<file path="config.mk">
export PLATFORM = sky130hd
export DESIGN_NAME = ram_sync_arbiter
export DESIGN_NICKNAME = d
export VERILOG_FILES = /design/src/rtl/ram_sync_arbiter.sv
export SDC_FILE = /design/constraint.sdc
export NUM_CORES = 1
export LEC_CHECK = 0
export CAP_MARGIN = 25
export CORE_MARGIN = 5
export CORE_UTILIZATION = 40
export CTS_CLUSTER_SIZE = 28
export DETAILED_ROUTE_END_ITERATION = 7
export PLACE_DENSITY_LB_ADDON = 0.15
export SLEW_MARGIN = 20
export SYNTH_ARGS = -nofsm -noshare
export SYNTH_HDL_FRONTEND = slang
export SYNTH_SLANG_ARGS = --single-unit
export TNS_END_PERCENT = 1
</file>
<file path="constraint.sdc">
create_clock -name clk -period 2 [get_ports clk]
set_input_delay 0.2 -clock clk [delete_from_list [all_inputs] [get_ports clk]]
set_output_delay 0.2 -clock clk [all_outputs]
set_load 0.02 [all_outputs]
</file>
<file path="src/rtl/ram_sync_arbiter.sv">
// Two-port round-robin front end for a single-port synchronous RAM.
// Zero-fills the array after reset, then serves one access per cycle.

module ram_sync_arbiter_port #(
  parameter int DW = 8
) (
  input  logic          clk,
  input  logic          rst_n,
  input  logic          gnt,
  input  logic          we,
  input  logic [DW-1:0] ram_dato_s,
  output logic          rsp_valid,
  output logic [DW-1:0] rdata
);
  logic          vld_pipe;
  logic [DW-1:0] rdata_q;

  always_ff @(posedge clk or negedge rst_n) begin
    if (!rst_n) begin
      vld_pipe <= 1'b0;
      rdata_q  <= '0;
    end else begin
      vld_pipe <= gnt & ~we;
      if (vld_pipe) rdata_q <= ram_dato_s;
    end
  end

  // RAM output is already registered, so the response cycle passes it straight through
  assign rsp_valid = vld_pipe;
  assign rdata     = vld_pipe ? ram_dato_s : rdata_q;
endmodule

module ram_sync_arbiter #(
  parameter int AW             = 8,
  parameter int DW             = 8,
  parameter int CLEAR_ON_RESET = 1
) (
  input  logic          clk,
  input  logic          rst_n,
  input  logic          req0,
  input  logic          we0,
  input  logic [AW-1:0] addr0,
  input  logic [DW-1:0] wdata0,
  output logic          gnt0,
  output logic          rsp_valid0,
  output logic [DW-1:0] rdata0,
  input  logic          req1,
  input  logic          we1,
  input  logic [AW-1:0] addr1,
  input  logic [DW-1:0] wdata1,
  output logic          gnt1,
  output logic          rsp_valid1,
  output logic [DW-1:0] rdata1,
  output logic [AW-1:0] ram_direccion,
  output logic [DW-1:0] ram_dato_e,
  output logic          ram_en,
  input  logic [DW-1:0] ram_dato_s,
  output logic          init_done
);
  localparam int NP = 2;

  typedef enum logic {CLEAR, RUN} state_t;
  localparam state_t RST_STATE = (CLEAR_ON_RESET != 0) ? CLEAR : RUN;

  state_t                   state_q, state_d;
  logic [AW-1:0]            clr_addr, addr_q;
  logic                     last_grant;
  logic [NP-1:0]            req, we, gnt, rsp_valid;
  logic [NP-1:0][AW-1:0]    addr;
  logic [NP-1:0][DW-1:0]    wdata, rdata;

  assign req   = {req1, req0};
  assign we    = {we1, we0};
  assign addr  = {addr1, addr0};
  assign wdata = {wdata1, wdata0};
  assign gnt0  = gnt[0];
  assign gnt1  = gnt[1];
  assign rsp_valid0 = rsp_valid[0];
  assign rsp_valid1 = rsp_valid[1];
  assign rdata0 = rdata[0];
  assign rdata1 = rdata[1];

  always_comb begin
    state_d       = state_q;
    gnt           = '0;
    ram_en        = 1'b0;
    ram_direccion = addr_q;
    ram_dato_e    = '0;
    case (state_q)
      CLEAR: begin
        // Gate with rst_n so the fill strobe is quiet while reset is held
        ram_en        = rst_n;
        ram_direccion = clr_addr;
        if (clr_addr == '1) state_d = RUN;
      end
      default: begin
        if (init_done) begin
          if (req[0] && (!req[1] || last_grant)) gnt[0] = 1'b1;
          else if (req[1])                         gnt[1] = 1'b1;
        end
        if (gnt[0]) begin
          ram_direccion = addr[0];
          ram_dato_e    = wdata[0];
          ram_en        = we[0];
        end else if (gnt[1]) begin
          ram_direccion = addr[1];
          ram_dato_e    = wdata[1];
          ram_en        = we[1];
        end
      end
    endcase
  end

  always_ff @(posedge clk or negedge rst_n) begin
    if (!rst_n) begin
      state_q    <= RST_STATE;
      clr_addr   <= '0;
      addr_q     <= '0;
      last_grant <= 1'b1;
      init_done  <= 1'b0;
    end else begin
      state_q   <= state_d;
      addr_q    <= ram_direccion;
      init_done <= init_done | (state_d == RUN);
      if (state_q == CLEAR) clr_addr <= clr_addr + 1'b1;
      if (|gnt) last_grant <= gnt[1];
    end
  end

  for (genvar p = 0; p < NP; p++) begin : g_port
    ram_sync_arbiter_port #(.DW(DW)) u_port (
      .clk        (clk),
      .rst_n      (rst_n),
      .gnt        (gnt[p]),
      .we         (we[p]),
      .ram_dato_s (ram_dato_s),
      .rsp_valid  (rsp_valid[p]),
      .rdata      (rdata[p])
    );
  end
endmodule
</file>
# Word-level counts from Yosys, hierarchy flattened
# Cells that the tools add are included.
dict set report classes {
  addsub 1
  eq_ne 1
  n_mux 19
  bitwise_logic 5
  n_reduce_logical 4
}
# cell count
set op_table {}
lappend op_table {{8-bit two-way mux} 8}
lappend op_table {{8-bit by 1-bit adder with 8-bit output (second input constant)} 1}
lappend op_table {{8-bit equality test (second input constant)} 1}
lappend op_table {{1-bit two-way mux} 8}
lappend op_table {{2-bit two-way mux} 3}
lappend op_table {{1-bit AND} 2}
lappend op_table {{1-bit NOT} 2}
lappend op_table {{2-bit OR reduction} 1}
lappend op_table {{1-bit logical AND} 1}
lappend op_table {{1-bit zero test} 1}
lappend op_table {{1-bit logical OR} 1}
lappend op_table {{1-bit bitwise OR} 1}
dict set report word_totals {
  ff_bits 37
}

# Logic depth before layout (Yosys ltp)
# Gate-level depths: netlist of run 1.
dict set report logic_depth {
  depth_word 9
  depth_mapped 7
  ltp_nobuf 4
}

# Modules after synthesis
# A second synthesis of run 1 with hierarchy kept.
dict set report hier_totals {
  cells_unflattened 133
  area_unflattened_um2 1755.4
}
# module instances cells_per_inst area_per_inst_um2
set modules_own_cells {}
lappend modules_own_cells {ram_sync_arbiter 1 95 1029.7}
lappend modules_own_cells {ram_sync_arbiter_port 2 19 362.8}

# Worst setup path before layout of run 1
# No wires, ideal clock.
dict set report synth_path {
  kind {register to output}
  from {register last_grant}
  to {output port ram_dato_e[0]}
  t_arrival_ns 1.475
  required_time_ns 1.800
  setup_slack_ns 0.325
  path_stages_with_launch 7
  n_path_buf 2
  cell_sequence {dfstp_2 -> nor2b_4 -> or3_1 -> buf_6 -> clkinv_4 -> buf_12 -> a22o_1}
}
dict set report synth_between {
  elab_chain_cells 8
}
# item line
set synth_rtl {}
lappend synth_rtl {{start, declared} 67} ;# logic last_grant;
lappend synth_rtl {{start signal, assigned} 126} ;# if (|gnt) last_grant <= gnt[1];
lappend synth_rtl {{1-bit logical OR (*)} 98} ;# if (req[0] && (!req[1] || last_grant)) gnt[0] = 1'b1;
lappend synth_rtl {{1-bit logical AND (*)} 98}
lappend synth_rtl {{1-bit two-way mux} 98}
lappend synth_rtl {{2-bit two-way mux (*)} 97} ;# if (init_done) begin
lappend synth_rtl {{2-bit two-way mux (*)} 89} ;# case (state_q)
lappend synth_rtl {{8-bit two-way mux} 105} ;# end else if (gnt[1]) begin
lappend synth_rtl {{8-bit two-way mux (*)} 101} ;# if (gnt[0]) begin
lappend synth_rtl {{8-bit two-way mux (*)} 89}
lappend synth_rtl {{end, declared} 55} ;# output logic [DW-1:0] ram_dato_e,
# Every way passes the cells marked *; elsewhere a longest branch is shown, timed or not. The select of a mux whose other input is x is not followed.

# Worst setup path in the final report of run 1
dict set report layout_path {
  from {register last_grant}
  to {output port ram_direccion[4]}
}
dict set report layout_between {
  elab_chain_cells 8
}
# item line
set layout_rtl {}
lappend layout_rtl {{1-bit logical OR (*)} 98}
lappend layout_rtl {{1-bit logical AND (*)} 98}
lappend layout_rtl {{1-bit two-way mux} 98}
lappend layout_rtl {{2-bit two-way mux (*)} 97}
lappend layout_rtl {{2-bit two-way mux (*)} 89}
lappend layout_rtl {{8-bit two-way mux} 105}
lappend layout_rtl {{8-bit two-way mux (*)} 101}
lappend layout_rtl {{8-bit two-way mux (*)} 89}
lappend layout_rtl {{end, declared} 54} ;# output logic [AW-1:0] ram_direccion,
# Marks and branches as above.

==> summary.md, run 1 <==
| Metric | Value |
|---|---|
| Crit Path Max Fanout | 8 |
| Remaining antenna violation count | 0 |
| Skew final | around 5.3 ps |
| First-pass GRT wire length | roughly 7.3 mm |
| Relative slew slack | about two thirds |
| CTS H-tree lvls | 2 |
| Unrepaired setup endpoints after global routing | true |
| FF-to-FF End | addr_q[4]$_DFF_PN0_ |
| Final setup viols | 0 |
| Worst-margin pin slew | 477 ps |
| Syn_nets | approximately 190 |
| CP cell instances | nor2b_4 > or3_4 > o221a_1 > buf_2 |
| CTS tree | yes |
| Share of the synthesized area in the top cell type | 52.4% |
| Yosys top cell by area | dfrtp_1 |
| Die area | 5710 um^2 |
| Setup Crit Path Kind | reg2out |
| RR Startpoint | last_grant$_DFFE_PN1P_ |
| Max stage delay cell, worst path | dfstp_2 |
| Root Driver | clkbuf_8 |
| R2r worst-path depth | 3 |
| Die Height | around 76 um |
| Status | completed |
| Row Count | 23 |
| Hold slack | ~480 ps |
| Clock Latency Late Sink | between 200 and 300 ps |
| Lkg Pwr | about 1.2 nW |
| Critical path buffers and inverters | 1 |
| Hold Violations, Final | 0 |
| Register-to-register setup slack | between 500 and 600 ps |
| Synth area leaders | dfrtp_1, mux2_2, a22o_1 |
| Setup bufs post-CTS | 0 |
| #FFs+latches synth | 37 |
| Clk buf depth | 2 |
| Cells after Synth | 140 |
| PD cells | around 550 nW/um^2 |
| Tot Pwr | around 0.0014 W |
| Clock slew at reported path FFs | 70 ps |
| Worst IR drop on VDD | around 0.00047 V |
| Post-Syn Area | approximately 1700 um^2 |
| Filler cells | 338 |
| Drc violations | 0 |
| Sequential fraction of the synthesis area | approximately 54% |
| Wire per inst | 16.4 um |
| Post-layout net count | between 200 and 300 |
| Die span in x | around 76 um |
| 1st-iter DRT viols | slightly above 60 |
| Setup crit start kind | flop |
| # placed instances | about 270 |
| CP arrival | ~1800 ps |
| Worst Setup SP | last_grant$_DFFE_PN1P_ |
| Layout area overhead | 52.4% |
| Crit. End Element | output port |
| CP endpoint | ram_direccion[4] |
| Gr ovfl total | 0 |
| Port bufs | a little over 80 |
| Starting Density | between 40% and 50% |
| Fmax | approximately 510 MHz |
| Initial antenna violation count | 0 |
| Post-Route WL | 4.64 mm |
| Post-route cell area | approximately 2600 um^2 |
| Diode count | 0 |
| CTS Buf Count | 5 |
| Via count | about 1400 |
| Drt pass-1 iters | 4 |
| Req. time, crit path | ~1800 ps |
| Final core area utilization | roughly 64% |
| Num ports | between 80 and 90 |
| # Max-Cap Violations | 0 |
| Worst path max stage delay | roughly 580 ps |
| Layout cells sized above 1 | approximately a quarter |
| Total Routing Usage GR | roughly 17% |
| Min cycle time layout | ~2000 ps |
| Tcrit/Tclk final | between 90 and 100% |
| Worst path depth | 4 |
| Final std cells w/o fill | ~280 |
| DR vias/cell | 5.01 |
| Core area | 4090 um^2 |
| Final Wtd Congestion | between 0.7 and 0.8 |
| Worst hold-check path type | in2reg |
| Vias in the first global route | 1507 |
| Clock Sinks | 37 |
| Largest net degree at the start of global routing | 38 |
| Placed Area | about 2600 um^2 |
| Ys Warns | 0 |
| Mean Syn Cell Area | between 10 and 15 um^2 |
| Top delay family on crit path | flip-flops |
| Post-DP HPWL | 3.69 mm |
| Pins Over Slew Limit | 0 |
| Cell variety after synth | 35 |
## worst min path at each step
stage               slack, ps                               endpoint  cells past startpoint  startpoint
detailed placement        290  g_port[0].u_port.rdata_q[1]$_DFF_PN0_                      2       rst_n
global route              470   g_port[1].u_port.rsp_valid$_DFF_PN0_                      2         we1
global placement          290  g_port[0].u_port.rdata_q[1]$_DFF_PN0_                      2       rst_n
CTS                       460   g_port[1].u_port.rsp_valid$_DFF_PN0_                      2         we1
floorplan                -100                    addr_q[0]$_DFF_PN0_                      0       rst_n
finish                    480   g_port[1].u_port.rsp_valid$_DFF_PN0_                      2         we1
## stage by stage
stage                     setup WS, ps  TNS (ps)
after floorplan                    325         0
after global placement            -454     -6920
after detailed placement          -508     -7850
after CTS                        -30.4     -82.9
after global routing             -21.4     -64.1
final                             26.1         0
## layout by cell type (no fill, tap or decap), types with 5 or more instances in the layout
cell / instances
a31oi_1: 7
a22o_1: 8
mux2_2: 17
clkbuf_8: 5
dfrtp_1: 34
inv_1: 6
buf_4: 12
o221a_1: 5
nor2_1: 11
buf_2: 14
clkdlybuf4s50_1: 63
## worst reg2reg max path: cells and delay by family, from the launching register on
kind | cells | cell delay, ps
AOI/OAI and AO/OA | 1 | 290
DFF | 1 | 580
and+or+nand+nor | 2 | 450
## timing repair
item                       CTS  global route
setup endpoints to repair   35            17
pin swaps                    0             1
resized for setup           72             7
hold endpoints to repair    36             0
hold buffers                 1             0
## flip-flops by register name, indices dropped and copies added (netlist names)
name / count
g_port.u_port.rdata_q: 16
state_q: 1
addr_q: 8
init_done: 1
clr_addr: 8
last_grant: 1
g_port.u_port.rsp_valid: 2
## per-layer routing
layer  track usage (%)  routed length [um]  up-vias
li1                  -                   -      681
met1              21.2                1790      685
met2              29.4                2520       40
met3              4.75                 261        7
met4              4.27                  61        0
met5                 0                   0        -
## cell families (layout without fill, tap and decap cells)
family                   count (synthesis)  count (layout)  synth area share, %
XOR/XNOR                                 7               7                 3.56
adder cells (fa/ha/maj)                  1               1                0.727
AO/OA/AOI/OAI                           31              31                 14.8
flip-flops                              37              37                 53.9
AND/OR/NAND/NOR                         30              30                 9.31
buffers and inverters                   17             109                 6.54
multiplexers                            17              17                 11.1
## power by group
part           internal (W)  switching [W]
clock              0.000241       0.000253
sequential         0.000760     0.00000418
combinational      0.000114      0.0000621
total               0.00112       0.000320
## synth_stat cells
library cell / n
nor2b_1: 2
nand4_1: 1
clkinv_2: 1
a221o_1: 1
o21a_1: 1
buf_6: 3
a31oi_1: 7
buf_12: 1
clkbuf_1: 4
a21bo_2: 1
dfstp_2: 1
nor2_1: 11
ha_1: 1
xnor2_1: 4
o221a_1: 5
nand2_1: 4
o21ai_0: 1
nand2b_1: 3
xor2_1: 3
a21o_1: 1
nand4b_1: 2
dfrtp_1: 36
o22ai_1: 3
buf_4: 1
a22o_1: 8
or3_1: 2
clkinv_4: 1
or2_1: 1
a211o_1: 1
nor2b_4: 1
inv_1: 6
or2_2: 1
o32ai_1: 2
mux2_2: 17
nand3_1: 2
## area by class of cell
cell class	count	area [um^2]	area share, %
sequential	37	930	35.4
timing repair buffer	93	820	31.2
multi-input combinational	86	688	26.2
clock buffer	6	72.6	2.77
tap	50	62.6	2.39
inverter	8	40.0	1.53
clock inverter	2	10.0	0.382
Power figures use the tool's default switching activity.
==> run 2, diff against run 1 <==
Clock period 2 ns to 2.1 ns, I/O delays scaled along.
==> run 2 against run 1 <==
  * Cell count stayed put
  * Die area stayed put
  * Sequential power is 4.7% lower
  * Via count grew 1.1%
  * Critical path depth increased by 1
  * Sequential share of layout area decreased by 0.52 points
  * Register-to-register slack better by 110 ps
  * Count of clock-buffer cells in the layout did not move
  * Non-clock buffer count did not move
  * Wire length is 1.4% higher
  * Clock power is 4.3% lower
  * Critical path type unchanged
==> summary.md, run 2 (synthesis gave the netlist of run 1 again) <==
| Metric | Value |
|---|---|
| Final setup viols | 0 (unchanged) |
| Pins Over Slew Limit | 0 (unchanged) |
| Post-route cell area | 2660 um^2 (was 2620 um^2) |
| Register-to-register setup slack | 670 ps (was 560 ps) |
| CP endpoint | ram_dato_e[6] (was ram_direccion[4]) |
| Final std cells w/o fill | 282 (unchanged) |
| Clock slew at reported path FFs | 70 ps (about the same) |
| Unrepaired setup endpoints after global routing | true (unchanged) |
| Biggest register | g_port.u_port.rdata_q (unchanged) |
| Root Driver | clkbuf_8 (unchanged) |
| Num ports | 84 (unchanged) |
| Relative slew slack | 68.0% (about the same) |
| Gr ovfl total | 0 (unchanged) |
| 1st-iter DRT viols | 49 (was 62) |
| Worst hold-check path type | reg2reg (was in2reg) |
| Comb pwr share | 12.3% (about the same) |
| Min cycle time layout | between 2000 and 2500 ps |
| Skew final | 6.95 ps (was 5.35 ps) |
| Clock Sinks | 37 (unchanged) |
| R2r worst-path depth | 3 (unchanged) |
| Initial antenna violation count | 0 (unchanged) |
| Post-layout net count | 278 (unchanged) |
| Switching power | 0.000307 W (was 0.000320 W) |
| Setup Crit Path Kind | reg2out (unchanged) |
| Drc violations | 0 (unchanged) |
| Req. time, crit path | 1890 ps (was 1800 ps) |
| Largest net degree at the start of global routing | 38 (unchanged) |
| DR vias/cell | 5.06 (was 5.01) |
| Worst IR drop on VDD | 0.000273 V (was 0.000472 V) |
| Sequential share of power | 53.1% (was 53.3%) |
| CTS H-tree lvls | 2 (unchanged) |
| Via count | 1428 (was 1413) |
| Layout cells sized above 1 | 25.9% (was 26.7%) |
| Clock Latency Late Sink | 290 ps (about the same) |
| First-pass GRT wire length | 7.54 mm (was 7.29 mm) |
| Die area | 5710 um^2 (unchanged) |
| Status | completed (unchanged) |
| CTS Buf Count | 5 (unchanged) |
| Switching Share | 22.4% (was 22.3%) |
| # Max-Cap Violations | 0 (unchanged) |
| Tcrit/Tclk final | 97.7% |
| # placed instances | 273 (unchanged) |
| Max FFs per register | 16 (unchanged) |
| Crit Path Max Fanout | 11 (was 8) |
| Placed Area | 2600 um^2 (unchanged) |
| Drt pass-1 iters | 4 (unchanged) |
| FF-to-FF End | addr_q[4]$_DFF_PN0_ (unchanged) |
| Clk buf depth | 2 (unchanged) |
| Die span in x | 75.6 um (unchanged) |
| Final core area utilization | 65.1% (was 64.2%) |
| Power Internal | 0.00106 W (was 0.00112 W) |
| Die Height | 75.6 um (unchanged) |
| Layout area overhead | 54.7% (was 52.4%) |
| Port bufs | 83 (unchanged) |
| Setup crit start kind | flop (unchanged) |
| Worst Setup SP | last_grant$_DFFE_PN1P_ (unchanged) |
| Lkg Pwr | 1.20 nW (about the same) |
| Post-DP HPWL | 3.70 mm (was 3.69 mm) |
| Largest registers | g_port.u_port.rdata_q x16, addr_q x8, clr_addr x8 (unchanged) |
| Wire per inst | 16.7 um (was 16.4 um) |
| Worst-margin pin slew | 477 ps (about the same) |
| Crit. End Element | output port (unchanged) |
| Tot Pwr | 0.00137 W (was 0.00144 W) |
| Diode count | 0 (unchanged) |
| Hold Violations, Final | 0 (unchanged) |
| Clk network pwr share | 34.6% (was 34.5%) |
| Commonest non-fill, non-tap cell in the layout | clkdlybuf4s50_1 (unchanged) |
| Vias in the first global route | 1527 (was 1507) |
| Row Count | 23 (unchanged) |
| PD cells | 515 nW/um^2 (was 547 nW/um^2) |
| Final TNS setup | 0 ps (unchanged) |
| CTS tree | yes (unchanged) |
| Remaining antenna violation count | 0 (unchanged) |
| Final Wtd Congestion | 0.756 (unchanged) |
| Most frequent cells in the layout | clkdlybuf4s50_1, dfrtp_1, mux2_2 (unchanged) |
| Core area | 4090 um^2 (unchanged) |
| Total Routing Usage GR | 17.7% (was 17.1%) |
| CP arrival | 1840 ps (was 1770 ps) |
| RR Startpoint | last_grant$_DFFE_PN1P_ (unchanged) |
| Fmax | 487 MHz |
| Post-Route WL | 4.70 mm (was 4.64 mm) |
| Starting Density | 42.1% (unchanged) |
## run 2: cell types whose count changed in the layout (fill, tap and decap cells not counted)
cell             before  now
buf_2                14    9
buf_4                12   10
clkbuf_2              2    1
clkdlybuf4s15_1       0    1
clkdlybuf4s15_2       0    6
clkinv_4              2    1
dlygate4sd2_1         1    2
inv_4                 0    1
## run 2: worst max-delay path, stage by stage, from the launching register on
cell and delay [ps]:
dfstp_2 580, nor2b_4 50, or3_4 390, clkinv_4 120
a22o_1 150, clkdlybuf4s15_2 260
## run 2: area by class of cell
type	instances	area, um^2
multi-input combinational	86	688
fill	315	1430
tap	50	62.6
sequential	37	930
clock inverter	2	10.0
clock buffer	6	72.6
inverter	8	37.5
timing repair buffer	93	861
## run 2: worst min path at each step
stage,end,startpoint,slack [ps],depth (start not counted)
floorplan,addr_q[0]$_DFF_PN0_,rst_n,-90,0
global placement,g_port[0].u_port.rdata_q[1]$_DFF_PN0_,rst_n,300,2
detailed placement,g_port[0].u_port.rdata_q[1]$_DFF_PN0_,rst_n,310,2
CTS,g_port[1].u_port.rsp_valid$_DFF_PN0_,we1,490,2
global route,g_port[0].u_port.rsp_valid$_DFF_PN0_,we0,500,2
finish,clr_addr[7]$_DFFE_PN0N_,clr_addr[7]$_DFFE_PN0N_,500,1
## run 2: per-layer routing
metal / up-vias / track usage, % / routed length, um
met3: 8 / 4.75 / 301
met2: 50 / 30.4 / 2580
met4: 0 / 4.85 / 57
met1: 687 / 21.9 / 1760
met5: - / 0 / 0
li1: 683 / - / -
## run 2: power groups by stage
stage / logic, W / clock network (W) / registers [W]
finish: 0.000168 / 0.000473 / 0.000728
global route: 0.000181 / 0.000522 / 0.000728
CTS: 0.000171 / 0.000489 / 0.000728
detailed placement: 0.000169 / 0 / 0.000741
global placement: 0.000165 / 0 / 0.000740
floorplan: 0.0000361 / 0 / 0.000740
## run 2: timing repair
action,in CTS,in global routing
pin swaps,0,1
hold buffers,1,0
buffers inserted,0,0
gates resized for setup,56,9
hold endpoints to repair,28,0
endpoints found under the setup margin,19,22
## run 2: through the flow
stage / hold slack, ps / setup WS, ps
CTS: 494 / -101
floorplan: -85.6 / 415
finish: 496 / 47.8
global route: 501 / -7.86
detailed placement: 306 / -432
global placement: 305 / -374
